**config.mk**
```make
export PLATFORM = sky130hd
export DESIGN_NAME = tx_framer
export DESIGN_NICKNAME = d
export VERILOG_FILES = /design/src/rtl/tx_rx_defs.sv /design/src/rtl/scrambler_lfsr.sv /design/src/rtl/tx_framer.sv
export SDC_FILE = /design/constraint.sdc
export NUM_CORES = 1
export LEC_CHECK = 0
export BUFFER_PORTS_ARGS = -buffer_cell sky130_fd_sc_hd__buf_2
export CAP_MARGIN = 20
export CORE_UTILIZATION = 61
export DETAILED_ROUTE_END_ITERATION = 7
export GPL_ROUTABILITY_DRIVEN = 1
export GPL_TIMING_DRIVEN = 0
export PLACE_DENSITY = 0.81
export SLEW_MARGIN = 40
export SYNTH_ARGS = -nofsm -noshare
export SYNTH_HDL_FRONTEND = slang
export SYNTH_SLANG_ARGS = --single-unit
```
**constraint.sdc**
```tcl
create_clock -name iClk -period 4 [get_ports iClk]
set_input_delay 0 -clock iClk [delete_from_list [all_inputs] [get_ports iClk]]
set_output_delay 0 -clock iClk [all_outputs]
set_load 0.02 [all_outputs]
```
**src/rtl/tx_rx_defs.sv**
```systemverilog
// Definitions shared by the PLCP transmit framer and the receive path:
// state encoding, field sizes, SIGNAL layout and scrambler constants.
package tx_rx_defs;

  localparam logic [2:0] ST_IDLE    = 3'd0;
  localparam logic [2:0] ST_HEADER  = 3'd1;
  localparam logic [2:0] ST_SIGNAL  = 3'd2;
  localparam logic [2:0] ST_SERVICE = 3'd3;
  localparam logic [2:0] ST_DATA    = 3'd4;
  localparam logic [2:0] ST_GAP     = 3'd5;

  localparam int HEADER_LEN  = 12;
  localparam int SIGNAL_LEN  = 24;
  localparam int SERVICE_LEN = 16;

  localparam int SIG_RATE_MSB = 23;
  localparam int SIG_RATE_LSB = 20;
  localparam int SIG_RSVD     = 19;
  localparam int SIG_LEN_MSB  = 18;
  localparam int SIG_LEN_LSB  = 7;
  localparam int SIG_PARITY   = 6;

  localparam logic [11:0] DEFAULT_HEADER  = 12'hFFF;
  localparam logic [6:0]  DEFAULT_SEED    = 7'b1011101;
  localparam int          DEFAULT_IFS_GAP = 12;

  // x^7 + x^4 + 1 taps on a 7-bit state shifting toward the MSB
  localparam int TAP_HI = 6;
  localparam int TAP_LO = 3;

  function automatic logic even_parity(input logic [16:0] bits);
    return ^bits;
  endfunction

  function automatic logic [23:0] build_signal(input logic [3:0] rate, input logic [11:0] len);
    logic [23:0] sig;
    sig = 24'd0;
    sig[SIG_RATE_MSB:SIG_RATE_LSB] = rate;
    sig[SIG_RSVD] = 1'b0;
    sig[SIG_LEN_MSB:SIG_LEN_LSB] = len;
    sig[SIG_PARITY] = even_parity({rate, 1'b0, len});
    return sig;
  endfunction

endpackage

```
**src/rtl/scrambler_lfsr.sv**
```systemverilog
// 7-bit x^7+x^4+1 additive scrambler state; shared by framer and descrambler.
module scrambler_lfsr
  import tx_rx_defs::*;
#(
  parameter logic [6:0] RESET_VALUE = DEFAULT_SEED
) (
  input  logic       clk,
  input  logic       rst,
  input  logic       load,
  input  logic [6:0] seed,
  input  logic       enable,
  output logic       fb
);

  logic [6:0] state_r;

  assign fb = state_r[TAP_HI] ^ state_r[TAP_LO];

  // Load wins over shift so a new frame always starts from the seed
  always_ff @(posedge clk or posedge rst) begin
    if (rst) begin
      state_r <= RESET_VALUE;
    end else if (load) begin
      state_r <= seed;
    end else if (enable) begin
      state_r <= {state_r[5:0], fb};
    end else begin
      state_r <= state_r;
    end
  end

endmodule

```
**src/rtl/tx_framer.sv**
```systemverilog
// PLCP transmit framer: preamble, SIGNAL, scrambled SERVICE and payload,
// then a zero inter-frame gap, all on a registered serial output.
module tx_framer
  import tx_rx_defs::*;
#(
  parameter logic [11:0] HEADER  = DEFAULT_HEADER,
  parameter logic [6:0]  SEED    = DEFAULT_SEED,
  parameter int          IFS_GAP = DEFAULT_IFS_GAP
) (
  input  logic        iClk,
  input  logic        iRst,
  input  logic        iStart,
  input  logic [3:0]  iRate,
  input  logic [11:0] iLength,
  input  logic [7:0]  iByte,
  input  logic        iByteValid,
  output logic        oByteReady,
  output logic        oData,
  output logic        oBusy,
  output logic        oDone,
  output logic        oStartErr,
  output logic        oUnderrun
);

  logic [2:0]  state_r;
  logic [15:0] cnt_r;
  logic        data_r, busy_r, done_r, start_err_r, underrun_r, ready_r;
  logic [3:0]  rate_r;
  logic [11:0] len_r;
  logic [7:0]  hold_r, shift_r;
  logic        hold_valid_r;
  logic [11:0] accepted_r;

  logic [2:0]  next_state_s;
  logic [15:0] next_cnt_s;
  logic        next_data_s, accept_s, reject_s, boundary_s, transfer_s;
  logic        next_hold_valid_s, next_ready_s, lfsr_en_s, fb_s;
  logic [11:0] next_accepted_s;
  logic [7:0]  byte_s;
  logic [23:0] signal_s;
  logic [15:0] data_cnt_load_s;

  assign signal_s        = build_signal(rate_r, len_r);
  assign data_cnt_load_s = {1'b0, len_r, 3'b000} - 16'd1;
  assign transfer_s      = iByteValid && ready_r;
  assign lfsr_en_s       = (next_state_s == ST_SERVICE) || (next_state_s == ST_DATA);

  scrambler_lfsr #(.RESET_VALUE(SEED)) u_lfsr (
    .clk    (iClk),
    .rst    (iRst),
    .load   (accept_s),
    .seed   (SEED),
    .enable (lfsr_en_s),
    .fb     (fb_s)
  );

  // Field sequencing: the counter holds the index of the bit placed on oData
  always_comb begin
    next_state_s = state_r;
    next_cnt_s   = cnt_r;
    accept_s     = 1'b0;
    reject_s     = 1'b0;
    case (state_r)
      ST_IDLE: begin
        if (iStart && (iLength != 12'd0)) begin
          accept_s     = 1'b1;
          next_state_s = ST_HEADER;
          next_cnt_s   = 16'(HEADER_LEN - 1);
        end else if (iStart) begin
          reject_s = 1'b1;
        end else begin
          reject_s = 1'b0;
        end
      end
      ST_HEADER, ST_SIGNAL, ST_SERVICE, ST_DATA, ST_GAP: begin
        if (cnt_r != 16'd0) begin
          next_cnt_s = cnt_r - 16'd1;
        end else begin
          case (state_r)
            ST_HEADER: begin
              next_state_s = ST_SIGNAL;
              next_cnt_s   = 16'(SIGNAL_LEN - 1);
            end
            ST_SIGNAL: begin
              next_state_s = ST_SERVICE;
              next_cnt_s   = 16'(SERVICE_LEN - 1);
            end
            ST_SERVICE: begin
              next_state_s = ST_DATA;
              next_cnt_s   = data_cnt_load_s;
            end
            ST_DATA: begin
              next_state_s = ST_GAP;
              next_cnt_s   = 16'(IFS_GAP - 1);
            end
            default: begin
              next_state_s = ST_IDLE;
              next_cnt_s   = 16'd0;
            end
          endcase
        end
      end
      default: begin
        next_state_s = ST_IDLE;
        next_cnt_s   = 16'd0;
      end
    endcase
  end

  // Next serial bit; a byte boundary is the MSB of each payload byte
  always_comb begin
    boundary_s  = 1'b0;
    byte_s      = hold_valid_r ? hold_r : 8'h00;
    next_data_s = 1'b0;
    case (next_state_s)
      ST_HEADER:  next_data_s = HEADER[next_cnt_s[3:0]];
      ST_SIGNAL:  next_data_s = signal_s[next_cnt_s[4:0]];
      ST_SERVICE: next_data_s = fb_s;
      ST_DATA: begin
        if (next_cnt_s[2:0] == 3'd7) begin
          boundary_s  = 1'b1;
          next_data_s = byte_s[7] ^ fb_s;
        end else begin
          next_data_s = shift_r[7] ^ fb_s;
        end
      end
      default: next_data_s = 1'b0;
    endcase
  end

  // Byte-path bookkeeping; a transfer needs an empty holding register
  always_comb begin
    if (accept_s) begin
      next_hold_valid_s = 1'b0;
      next_accepted_s   = 12'd0;
    end else if (transfer_s) begin
      next_hold_valid_s = 1'b1;
      next_accepted_s   = accepted_r + 12'd1;
    end else begin
      next_hold_valid_s = boundary_s ? 1'b0 : hold_valid_r;
      next_accepted_s   = accepted_r;
    end
    next_ready_s = lfsr_en_s && !next_hold_valid_s && (next_accepted_s < len_r);
  end

  // Framer state and registered outputs
  always_ff @(posedge iClk or posedge iRst) begin
    if (iRst) begin
      state_r      <= ST_IDLE;
      cnt_r        <= 16'd0;
      data_r       <= 1'b0;
      busy_r       <= 1'b0;
      done_r       <= 1'b0;
      start_err_r  <= 1'b0;
      underrun_r   <= 1'b0;
      ready_r      <= 1'b0;
      rate_r       <= 4'd0;
      len_r        <= 12'd0;
      hold_r       <= 8'h00;
      hold_valid_r <= 1'b0;
      shift_r      <= 8'h00;
      accepted_r   <= 12'd0;
    end else begin
      state_r      <= next_state_s;
      cnt_r        <= next_cnt_s;
      data_r       <= next_data_s;
      busy_r       <= (next_state_s != ST_IDLE);
      done_r       <= (next_state_s == ST_GAP) && (next_cnt_s == 16'd0);
      start_err_r  <= reject_s;
      ready_r      <= next_ready_s;
      hold_valid_r <= next_hold_valid_s;
      accepted_r   <= next_accepted_s;
      if (accept_s) begin
        rate_r     <= iRate;
        len_r      <= iLength;
        underrun_r <= 1'b0;
      end else begin
        rate_r     <= rate_r;
        len_r      <= len_r;
        underrun_r <= underrun_r | (boundary_s && !hold_valid_r);
      end
      hold_r <= transfer_s ? iByte : hold_r;
      if (boundary_s) begin
        shift_r <= {byte_s[6:0], 1'b0};
      end else if (next_state_s == ST_DATA) begin
        shift_r <= {shift_r[6:0], 1'b0};
      end else begin
        shift_r <= shift_r;
      end
    end
  end

  assign oData      = data_r;
  assign oBusy      = busy_r;
  assign oDone      = done_r;
  assign oStartErr  = start_err_r;
  assign oUnderrun  = underrun_r;
  assign oByteReady = ready_r;

endmodule
```
# Word level (Yosys, flattened, before mapping)
# Memory sizes are Yosys's and may differ from the RTL's.
# Index checks and enable logic that the tools add are counted.
# word_totals
n_memories	1
in_bits	28
romBits	16
register_bits	77
# classes
add_sub_neg	3
eq_ne	11
bitwise	4
muxes	31
order_cmp	3
reduce_logical	18
# mem_list
name	words	word_bits	rd	rd_ports_with_merged_regs	wr	line	text
(no name shown)	16	1	1	0	0	tx_framer.sv:116	ST_HEADER: next_data_s = HEADER[next_cnt_s[3:0]];
# ops
cell	count
16-bit one-hot mux with 4 select lines	1
16-bit two-way mux	2
16-bit one-hot mux with 2 select lines	1
12-bit two-way mux	2
8-bit two-way mux	3
17-bit parity	1
16-bit zero test	1
16-bit nonzero test	1
15-bit by 1-bit subtractor with 16-bit output, second input constant	1
16-bit by 1-bit subtractor with 16-bit output, second input constant	1
3-bit equality test, second input constant	5
1-bit two-way mux	14
7-bit two-way mux	2
12-bit by 1-bit adder with 12-bit output, second input constant	1
3-bit by 2-bit equality test with 1-bit output, second input constant	4
12-bit < comparator	1
3-bit one-hot mux with 4 select lines	1
12-bit nonzero test	1
3-bit by 1-bit equality test with 1-bit output, second input constant	2
1-bit logical AND	6
5-bit by 6-bit < comparator with 1-bit output, second input constant	1
3-bit two-way mux	2
3-bit one-hot mux with 2 select lines	1
1-bit binary-select mux with 5-bit select	1
other kinds (10)	14

# Depth between registers and ports, before layout
# Gate-level depths: netlist (run 1).
# depth
ltp_word	13
depth_mapped	14

# Cells and area by module
# A second synthesis (run 1) with hierarchy kept.
# hier_totals
cells_unflattened	571
area_unflattened_um2	4835.9
# by_module_without_submodules
mod	n_inst	cells_each	area_each_um2
tx_framer	1	538	4476.8
scrambler_lfsr	1	33	359.1

# Worst setup path before layout (run 1)
# No wires, ideal clock.
# synth_path
path_type	register to register
start	reg state_r[1]
end	reg ready_r (netlist: oByteReady)
arrival_time_ps	3252
path_stages_with_launch	15
setup_ps	111
path_slack_ps	636
cell_sequence	dfrtp_1 -> clkbuf_1 -> or4b_1 -> a31oi_2 -> clkbuf_1 -> a21oi_1 -> ha_1 -> a21o_1 -> a21o_1 -> a21o_1 -> a21oi_1 -> nor2b_1 -> o21ai_0 -> nand2b_1 -> a2111oi_2
# synth_between
word_cells_on_any_way	29
classes_between	order compare: 1; eq/ne: 8; mux: 14; reduce/logical: 6
# synth_rtl
item	line	text
start: declaration	tx_framer.sv:25	logic [2:0] state_r;
start signal: assignment	tx_framer.sv:164	state_r <= next_state_s;
3-bit zero test	tx_framer.sv:63	case (state_r)
1-bit two-way mux	tx_framer.sv:63	
12-bit two-way mux	tx_framer.sv:133	if (accept_s) begin
net next_accepted_s[5]	tx_framer.sv:38	logic [11:0] next_accepted_s;
12-bit < comparator	tx_framer.sv:143	next_ready_s = lfsr_en_s && !next_hold_valid_s && (next_accepted_s < len_r);
1-bit logical AND	tx_framer.sv:143	
net next_ready_s	tx_framer.sv:37	logic next_hold_valid_s, next_ready_s, lfsr_en_s, fb_s;
end signal: assignment	tx_framer.sv:170	ready_r <= next_ready_s;
end: declaration	tx_framer.sv:27	logic data_r, busy_r, done_r, start_err_r, underrun_r, ready_r;
# The timed path passes the listed nets, and every way through them passes these cells.
# A chain may end at the register's enable or synchronous reset.

# Worst setup path in the final report (run 1)
# Ends and elaborated chain as after synthesis.

==> impl_metrics.csv, run 1 <==
group,metric,value,unit
power_and_ir_drop,p_comb_share,9.6,%
worst_setup_path,critPathMaxFanout,10,
logic_synthesis,yosysMostFrequentCell,"nand2_1",
global_route,grt_pass1_wl,20.7,mm
global_route,grt_pass1_vias,4338,
floorplanning,die_w,89.5,um
floorplanning,initial_core_util,63.6,%
floorplanning,core-area,7330,um^2
worst_setup_path,arrival,4.11,ns
final_layout,n_fill_cell,504,
drt,vias,4394,
logic_synthesis,synth_top_area_share,38.1,%
logic_synthesis,ys_top_cells_by_area,"dfrtp_1 38%, nand2_1 7.0%, ha_1 5.9%",
floorplanning,die_h,89.5,um
worst_setup_path,path_class,"flop to flop",
logic_synthesis,synth_commonest_cells,"87 x nand2_1, 71 x dfrtp_1, 44 x nor2_1, 41 x o21ai_0, 31 x a21oi_1",
clocking,clk_pin_slew,0.09,ns
power_and_ir_drop,p_int,1.16,mW
logic_synthesis,netlist_instances,541,
timing,finClkSkew,0.0149,ns
global_route,grt_overflow,0,
hold_path,hp-class,"input pin to async pin",
place,placed_cells_incl_taps,674,
logic_synthesis,synth-seq-cells,76,
logic_synthesis,yosysWarnings,0,
drt,drc,0,
timing,hold_viol,0,
drt,ant_nets,0,
worst_setup_path,crit_path_end_kind,"flop",
power_and_ir_drop,peakVddDrop,0.201,mV
logic_synthesis,muxShareOfSynthArea,1.93,%
logic_synthesis,syn-num-nets,591,
final_layout,layout-drive-gt1-share,11.7,%
timing,finalCriticalPeriod,3.85,ns
clocking,cts-htree-levels,3,
logic_synthesis,synth_area,4670,um^2
clocking,clk_latency,0.37,ns
global_route,grt_antenna_before_repair,0,
final_layout,area_growth,17.0,%
worst_setup_path,cp_slowest_cell,"or4b_1",
logic_synthesis,ys.flop_type,"dfrtp_1",
logic_synthesis,synth_top_family_by_area,"simple AND/OR/NAND/NOR gates",
timing,rsz0062_at_grt,"false",
power_and_ir_drop,clockPowerShare,39.9,%
power_and_ir_drop,power.density,286,nW/um^2
power_and_ir_drop,switching_power,402,uW
final_layout,fin_util,74.5,%
place,place_congestion,0.924,
drt,first_iter_violations,349,
logic_synthesis,yosys.area_share.simple,24.2,%
worst_setup_path,crit_family,"compound AO/OA/AOI/OAI gates",
timing,tightest_slew,0.884,ns
final_layout,num_antenna_cells,0,
drt,routed_wl,12.9,mm
drt,firstDrtPassIters,5,
logic_synthesis,synth_edf_count,0,
logic_synthesis,synth_cell_type_count,59,
flow_run,maxCapViolCount,0,
timing,drv_slew,0,
final_layout,nets,661,
logic_synthesis,syn_area_per_cell,8.62,um^2
worst_setup_path,cp-start-kind,"flop",
power_and_ir_drop,power_frac_seq,50.5,%
final_layout,fin_cells,715,
clocking,clkSinkCount,76,
floorplanning,die-area,8000,um^2
clocking,cts_root_buffer,"clkbuf_8",
worst_setup_path,cp.buffers_inverters,2,
floorplanning,rows,31,
timing,setup_viol,0,
logic_synthesis,async_flop_share,100,%
worst_setup_path,cp_common_cell,"a21o_1",
worst_setup_path,cpPeakStageDelay,0.65,ns
clocking,cts_buffer_depth,2,
clocking,cts_buffers,9,
logic_synthesis,ys_seq_area_share,40.9,%
global_route,grt_max_degree,65,
place,numPortBuffers,33,
logic_synthesis,synthAdderAreaFrac,5.90,%
logic_synthesis,synthXorXnorAreaFrac,6.01,%
power_and_ir_drop,switching_share,25.7,%
power_and_ir_drop,p_leak,2.48,nW
run_status,outcome,"completed",
floorplanning,ios,34,
drt,routedWlPerCell,18.1,um
logic_synthesis,yosys.area.top_type,"dfrtp_1",
timing,post-route-period-util,96.4,%
place,hpwl,8.78,mm
timing,fin_setup_tns,0,ns
global_route,grt_use_total,35.2,%
worst_setup_path,path_cells,"clkbuf_1, or4b_1, a31oi_4, clkbuf_2, a21oi_1, ha_1, a21o_1, a21o_1, a21o_1, a21oi_1, nor2b_1, o21ai_0, nand2b_1, a2111oi_2",
timing,whs,0.0898,ns
drt,viasPerCell,6.15,
clocking,cts_tree,"yes",
power_and_ir_drop,power.total,1.56,mW
logic_synthesis,synth_compound_area_share,17.1,%
worst_setup_path,crit_required,4.25,ns
timing,relSlewSlack,40.5,%
timing,max_freq,259,MHz
[layout by cell type (no fill, tap or decap), types with 3 or more instances in the layout]
cell type / Yosys / final
nand2_1: 87 / 87
o211ai_1: 3 / 3
o21ai_0: 41 / 41
dlygate4sd3_1: 0 / 25
o21a_1: 3 / 3
nand4_1: 13 / 13
o21ai_1: 15 / 15
nor2_1: 44 / 44
nor3_1: 14 / 14
nor2b_1: 3 / 3
or3_1: 5 / 5
xor2_1: 8 / 8
nor4_1: 11 / 11
nand3_1: 16 / 16
and3_1: 9 / 9
mux2i_1: 9 / 9
dfstp_2: 5 / 5
clkbuf_1: 17 / 15
clkbuf_8: 0 / 10
xnor2_1: 24 / 24
inv_1: 24 / 23
buf_2: 2 / 35
a22o_1: 5 / 5
dfrtp_1: 71 / 71
a21o_1: 6 / 6
a21oi_1: 31 / 31
o22ai_1: 3 / 3
nand2b_1: 8 / 8
clkinv_4: 0 / 3
ha_1: 22 / 22
[path summary, 6_finish.rpt]
check                           start                end  slack (ns)  depth (start not counted)
max                        state_r[1]         oByteReady        0.15                         14
min                              iRst      accepted_r[1]        0.09                          3
max reg2reg                state_r[1]         oByteReady        0.15                         14
min reg2reg                 hold_r[5]          hold_r[5]        0.48                          2
max in group asynchronous        iRst  u_lfsr.state_r[2]        3.33                          4
min in group iClk              iStart          rate_r[3]        0.09                          4
[repair_timing]
action	4_1_cts	5_1_grt
endpoints found under the hold margin	95	0
hold buffers	25	0
gates resized for setup	2	1
setup buffers	0	0
setup endpoints to repair	1	1
[per-layer routing]
| metal | part of all wire (%) | track usage, % | up-vias |
|---|---|---|---|
| li1 | - | - | 2066 |
| met1 | 40 | 42.1 | 2106 |
| met2 | 51 | 62.0 | 191 |
| met3 | 6.1 | 6.00 | 31 |
| met4 | 2.7 | 15.9 | 0 |
| met5 | 0 | 0 | - |
[registers in the layout, summed over array words and instances, names as in the netlist]
| signal | flops |
|---|---|
| oDone | 1 |
| oBusy | 1 |
| accepted_r | 12 |
| hold_r | 8 |
| oUnderrun | 1 |
| u_lfsr.state_r | 7 |
| rate_r | 4 |
| oByteReady | 1 |
| oData | 1 |
| len_r | 12 |
| state_r | 3 |
| hold_valid_r | 1 |
| cnt_r | 16 |
| oStartErr | 1 |
| shift_r | 7 |
[layout make-up]
class	count	area [um^2]	area share [%]
buffer	20	87.6	1.60
clock buffer	10	138	2.52
clock inverter	6	72.6	1.33
inverter	26	103	1.88
multi-input combinational	419	2580	47.3
sequential	76	1910	35.0
tap	99	124	2.27
timing repair buffer	59	443	8.11
[worst reg2reg max path: stages, from the launching register on]
cell,delay (ns)
dfrtp_1,0.41
clkbuf_1,0.20
or4b_1,0.65
a31oi_4,0.35
clkbuf_2,0.33
a21oi_1,0.11
ha_1,0.32
a21o_1,0.17
a21o_1,0.17
a21o_1,0.16
a21oi_1,0.19
nor2b_1,0.07
o21ai_0,0.15
nand2b_1,0.10
a2111oi_2,0.38
[power by group through the flow]
| stage | sequential, mW | clock [mW] | combinational, mW |
|---|---|---|---|
| after floorplan | 0.801 | 0 | 0.0851 |
| after global placement | 0.803 | 0 | 0.118 |
| after detailed placement | 0.804 | 0 | 0.126 |
| after CTS | 0.789 | 0.621 | 0.147 |
| after global routing | 0.790 | 0.659 | 0.164 |
| final | 0.789 | 0.625 | 0.150 |
[through the flow]
stage / setup slack, ns / area, um^2
4_1_cts: 0.0852 / 5450
5_1_grt: 0.00436 / 5460
3_3_place_gp: -0.00794 / 4950
2_1_floorplan: 0.636 / 4670
3_5_place_dp: 0.0106 / 4990
6_report: 0.146 / 5460
[logic make-up (layout without fill, tap and decap cells)]
group,Yosys count,after routing
AND/OR/NAND/NOR,228,228
AO/OA/AOI/OAI,128,128
flip-flops,76,76
XOR/XNOR,32,32
adder cells (fa/ha/maj),22,22
multiplexers,9,9
buffers and inverters,46,121
Note: power is estimated with default switching activity, not from simulation.
==> inputs of run 2 (changes only) <==
--- a/config.mk
+++ b/config.mk
@@ -5,13 +5,13 @@
 export SDC_FILE = /design/constraint.sdc
 export NUM_CORES = 1
 export LEC_CHECK = 0
-export BUFFER_PORTS_ARGS = -buffer_cell sky130_fd_sc_hd__buf_2
 export CAP_MARGIN = 20
-export CORE_UTILIZATION = 61
+export CORE_UTILIZATION = 64
 export DETAILED_ROUTE_END_ITERATION = 7
+export DONT_BUFFER_PORTS = 1
 export GPL_ROUTABILITY_DRIVEN = 1
 export GPL_TIMING_DRIVEN = 0
-export PLACE_DENSITY = 0.81
+export PLACE_DENSITY = 0.8
 export SLEW_MARGIN = 40
 export SYNTH_ARGS = -nofsm -noshare
 export SYNTH_HDL_FRONTEND = slang
==> run 2 against run 1 <==
Effect of this change:
- flip-flop and latch count stayed put
- final cell count is 4.8% lower
- sequential share of layout area grew 1.2 points
- highest routed layer unchanged
==> impl_metrics.csv, run 2 (same netlist as run 1, synthesis figures left out) <==
group,metric,value,unit
timing,post-route-period-util,94.9,%
worst_setup_path,path_class,"flop to flop",
global_route,grt_overflow,0,
clocking,cts_tree,"yes",
power_and_ir_drop,p_leak,2.34,nW
worst_setup_path,path_cells,"clkbuf_1, or4b_1, a31oi_4, clkbuf_4, a21oi_1, ha_1, a21o_1, a21o_1, a21o_1, a21oi_1, nor2b_1, o21ai_0, nand2b_1, a2111oi_2",
global_route,grt_pass1_vias,4100,
worst_setup_path,critPathMaxFanout,10,
worst_setup_path,cp_common_cell,"a21o_1",
final_layout,num_antenna_cells,0,
floorplanning,initial_core_util,67.6,%
final_layout,nets,630,
final_layout,top_register,"cnt_r",
clocking,clkSinkCount,76,
timing,finClkSkew,0.0148,ns
power_and_ir_drop,peakVddDrop,0.238,mV
timing,tightest_slew,0.965,ns
final_layout,fin_util,76.5,%
timing,drv_slew,0,
floorplanning,die-area,7640,um^2
worst_setup_path,crit_family,"compound AO/OA/AOI/OAI gates",
floorplanning,rows,30,
drt,vias,4311,
run_status,outcome,"completed",
timing,fin_setup_tns,0,ns
final_layout,largest_register_ffs,16,
final_layout,layout-drive-gt1-share,6.67,%
final_layout,final_cell_mix,"87 x nand2_1, 71 x dfrtp_1, 44 x nor2_1",
power_and_ir_drop,power.density,282,nW/um^2
drt,ant_nets,0,
flow_run,maxCapViolCount,0,
global_route,grt_use_total,35.0,%
global_route,grt_antenna_before_repair,0,
drt,first_iter_violations,421,
worst_setup_path,arrival,4.04,ns
clocking,cts_buffer_depth,2,
worst_setup_path,cp-start-kind,"flop",
final_layout,area_growth,13.3,%
drt,routedWlPerCell,18.3,um
drt,routed_wl,12.5,mm
floorplanning,die_h,87.4,um
worst_setup_path,crit_path_end_kind,"flop",
place,numPortBuffers,0,
worst_setup_path,cp_slowest_cell,"or4b_1",
timing,finalCriticalPeriod,3.80,ns
power_and_ir_drop,power.total,1.49,mW
worst_setup_path,crit_required,4.24,ns
global_route,grt_pass1_wl,19.9,mm
timing,hold_viol,0,
timing,setup_viol,0,
floorplanning,die_w,87.4,um
floorplanning,core-area,6910,um^2
clocking,cts-htree-levels,3,
floorplanning,ios,34,
clocking,cts_buffers,9,
place,place_congestion,0.969,
place,hpwl,8.85,mm
drt,viasPerCell,6.33,
final_layout,final_common_cell,"nand2_1",
worst_setup_path,cpPeakStageDelay,0.67,ns
clocking,clk_latency,0.36,ns
drt,drc,0,
timing,relSlewSlack,35.1,%
global_route,grt_max_degree,54,
hold_path,hp-class,"input pin to flop",
timing,max_freq,263,MHz
final_layout,top_regs,"cnt_r x16, accepted_r x12, len_r x12",
clocking,cts_root_buffer,"clkbuf_8",
clocking,clk_pin_slew,0.09,ns
worst_setup_path,cp.buffers_inverters,2,
drt,firstDrtPassIters,5,
==> run 2: worst register-to-register path, stage by stage (launching register included) <==
cell	delay, ns
dfrtp_1	0.41
clkbuf_1	0.21
or4b_1	0.67
a31oi_4	0.35
clkbuf_4	0.30
a21oi_1	0.09
ha_1	0.31
a21o_1	0.16
a21o_1	0.16
a21o_1	0.16
a21oi_1	0.13
nor2b_1	0.06
o21ai_0	0.16
nand2b_1	0.09
a2111oi_2	0.38
==> run 2: where the power goes <==
group,total (mW),internal (mW),switching (mW)
clock,0.556,0.232,0.323
combinational,0.143,0.0647,0.0788
sequential,0.789,0.779,0.0101
==> run 2: path summary, 6_finish.rpt <==
path                       slack, ns        from  depth (start not counted)                 to
min                             0.03  iByteValid                          3          hold_r[1]
max reg2reg                     0.20  state_r[1]                         14         oByteReady
min in group asynchronous       0.06        iRst                          2              oBusy
max                             0.20  state_r[1]                         14         oByteReady
max in group asynchronous       3.37        iRst                          3  u_lfsr.state_r[0]
min reg2reg                     0.48   hold_r[1]                          2          hold_r[1]
==> run 2: cell type report <==
class	instances	area, um^2
clock buffers	9	124
well taps	96	120
clock inverters	7	58.8
repair buffers	28	298
flip-flops and latches	76	1910
fillers	498	1620
plain buffers	20	90.1
inverters	26	103
multi-input cells	419	2580
==> run 2: repair_timing <==
action | in CTS | in global routing
hold buffers | 27 | 0
endpoints found under the hold margin | 101 | 0
resized for setup | 2 | 3
buffers inserted | 0 | 0
endpoints found under the setup margin | 1 | 1
gates cloned | 0 | 0
==> run 2: routing by layer <==
metal  up-vias  share of wire, %  GRT usage (%)  wire [um]
li1       1998                 -              -          -
met1      2081                41           44.2       5120
met2       184                48           57.6       6040
met3        48               6.5           5.59        807
met4         0               4.1           19.2        517
met5         -                 0              0          0
==> run 2: through the flow <==
step | cell area [um^2] | cells | setup slack (ns) | hold WS [ns]
after detailed placement | 4820 | 638 | -0.0321 | -0.176
after floorplan | 4670 | 541 | 0.636 | 0.105
final | 5290 | 681 | 0.202 | 0.0254
after CTS | 5270 | 681 | 0.107 | 0.0182
after global placement | 4790 | 637 | 0.00209 | 0.108
after global routing | 5290 | 681 | -0.00489 | 0.0846
==> inputs of run 3 (changes only) <==
--- a/config.mk
+++ b/config.mk
@@ -6,12 +6,12 @@
 export NUM_CORES = 1
 export LEC_CHECK = 0
 export CAP_MARGIN = 20
-export CORE_UTILIZATION = 64
+export CORE_UTILIZATION = 65
 export DETAILED_ROUTE_END_ITERATION = 7
 export DONT_BUFFER_PORTS = 1
 export GPL_ROUTABILITY_DRIVEN = 1
 export GPL_TIMING_DRIVEN = 0
-export PLACE_DENSITY = 0.8
+export PLACE_DENSITY = 0.81
 export SLEW_MARGIN = 40
 export SYNTH_ARGS = -nofsm -noshare
 export SYNTH_HDL_FRONTEND = slang
==> constraint.sdc (replaced) <==
create_clock -name iClk -period 4.51 [get_ports iClk]
set_input_delay 0 -clock iClk [delete_from_list [all_inputs] [get_ports iClk]]
set_output_delay 0 -clock iClk [all_outputs]
set_load 0.02 [all_outputs]
==> run 3 against run 2 <==
Effect of this change:
- setup slack better by 0.085 ns
- first-iteration DRC count shrank 44%
- core utilization increased by 0.89 points
- critical endpoint unchanged
==> impl_metrics.csv, run 3 (same netlist as run 1, synthesis figures left out) <==
group,metric,value,unit
run_status,outcome,"completed",
worst_setup_path,path_class,"flop to flop",
hold_path,hp-class,"input pin to flop",
worst_setup_path,crit_family,"compound AO/OA/AOI/OAI gates",
drt,drc,0,
worst_setup_path,crit_required,4.74,ns
clocking,cts_setup_buffers,0,
drt,met1_length,5.10,mm
worst_setup_path,r2r_end,"oByteReady",
clocking,cts_buffer_depth,2,
global_route,grt_overflow,0,
clocking,clk_latency,0.36,ns
final_layout,final_common_cell,"nand2_1",
power_and_ir_drop,p_leak,2.36,nW
worst_setup_path,rrSetupSlack,0.29,ns
flow_run,maxCapViolCount,0,
power_and_ir_drop,power.total,1.41,mW
drt,met3_length,834,um
power_and_ir_drop,power.density,265,nW/um^2
power_and_ir_drop,peakVddDrop,0.215,mV
final_layout,top_regs,"cnt_r x16, accepted_r x12, len_r x12",
timing,rsz0062_at_grt,"false",
floorplanning,die-area,7520,um^2
hold_path,min-delay-start,"iByteValid",
floorplanning,die_w,86.7,um
drt,routed.top_layer,"met4",
clocking,cts_buffers,9,
final_layout,nets,630,
global_route,grt_pass1_vias,4298,
timing,fin_setup_tns,0,ns
drt,ant_nets,0,
drt,vias,4281,
place,place_congestion,0.903,
global_route,grt_max_degree,53,
timing,max_freq,237,MHz
timing,hold_viol,0,
clocking,cts-htree-levels,3,
worst_setup_path,arrival,4.45,ns
final_layout,layout-drive-gt1-share,6.50,%
timing,post-route-period-util,93.6,%
floorplanning,core-area,6870,um^2
drt,firstDrtPassIters,7,
clocking,cts_tree,"yes",
timing,setup_viol,0,
place,hpwl,8.63,mm
timing,finalCriticalPeriod,4.22,ns
final_layout,area_growth,14.0,%
global_route,grt_use_total,36.4,%
worst_setup_path,cp.buffers_inverters,2,
clocking,clk_pin_slew,0.09,ns
floorplanning,ios,34,
worst_setup_path,cp_common_cell,"a21o_1",
worst_setup_path,cp_slowest_cell,"or4b_1",
worst_setup_path,path_cells,"clkbuf_1, or4b_1, a31oi_2, clkbuf_1, a21oi_1, ha_1, a21o_1, a21o_1, a21o_1, a21oi_1, nor2b_1, o21ai_0, nand2b_1, a2111oi_2",
global_route,grt_antenna_before_repair,0,
timing,finClkSkew,0.0104,ns
final_layout,final_cell_mix,"87 x nand2_1, 71 x dfrtp_1, 44 x nor2_1",
final_layout,top_register,"cnt_r",
worst_setup_path,reg2reg_from,"state_r[1]",
final_layout,largest_register_ffs,16,
floorplanning,initial_core_util,67.9,%
timing,drv_slew,0,
global_route,grt_pass1_wl,20.7,mm
drt,routed_wl,12.6,mm
hold_path,hold-path-cell-count,3,
clocking,cts_root_buffer,"clkbuf_8",
drt,first_iter_violations,236,
worst_setup_path,cp-start-kind,"flop",
hold_path,holdPathEnd,"hold_r[5]",
worst_setup_path,cpPeakStageDelay,0.62,ns
worst_setup_path,critPathMaxFanout,10,
clocking,clkSinkCount,76,
timing,tightest_slew,0.795,ns
worst_setup_path,crit_path_end_kind,"flop",
floorplanning,rows,30,
worst_setup_path,rr_worst_depth,14,
floorplanning,die_h,86.7,um
drt,routedWlPerCell,18.5,um
drt,met2_length,6.22,mm
timing,relSlewSlack,46.5,%
final_layout,fin_util,77.4,%
final_layout,num_antenna_cells,0,
place,numPortBuffers,0,
clocking,cts-resized-gates,0,
drt,viasPerCell,6.29,
==> run 3: report_power, final <==
group	leakage [nW]	internal, mW	switching, mW
Combinational	1.35	0.0574	0.0643
Sequential	0.902	0.691	0.00926
Clock	0.110	0.314	0.273
==> run 3: routing by layer <==
layer / vias to the layer above / GRT usage [%]
li1: 2004 / -
met1: 2010 / 44.9
met2: 223 / 61.2
met3: 44 / 6.76
met4: 0 / 18.8
met5: - / 0
==> run 3: layout make-up <==
type	count	area (um^2)
Multi-Input combinational cell	419	2580
Sequential cell	76	1910
Fill cell	482	1550
Timing Repair Buffer	28	298
Clock buffer	9	124
Tap cell	96	120
Inverter	26	103
Clock inverter	7	98.8
Buffer	20	85.1
==> run 3: timing repair <==
item	4_1_cts	5_1_grt
endpoints found under the setup margin	0	0
hold buffers	27	0
endpoints found under the hold margin	96	0
==> run 3: tightest hold or removal path: cells and delay by family <==
kind / cells / cell delay, ns
AND/OR/NAND/NOR: 3 / 0.38
==> run 3: through the flow <==
stage                     setup slack [ns]  instances  hold WS (ns)  instance area [um^2]
after global placement               0.465        637         0.108                  4790
after CTS                            0.287        681        0.0352                  5310
after detailed placement             0.404        638        -0.173                  4820
final                                0.287        681        0.0518                  5320
after floorplan                       1.15        541         0.105                  4670
after global routing                0.0518        681        0.0921                  5320
==> run 3: worst max-delay path by stage <==
| stage | start | to | depth (start not counted) |
|---|---|---|---|
| 6_report | state_r[1] | oByteReady | 14 |
| 5_1_grt | state_r[1] | oByteReady | 14 |
| 4_1_cts | state_r[1] | oByteReady | 14 |
| 3_5_place_dp | state_r[1] | oByteReady | 14 |
| 3_3_place_gp | state_r[1] | oByteReady | 14 |
| 2_1_floorplan | state_r[1] | oByteReady | 14 |
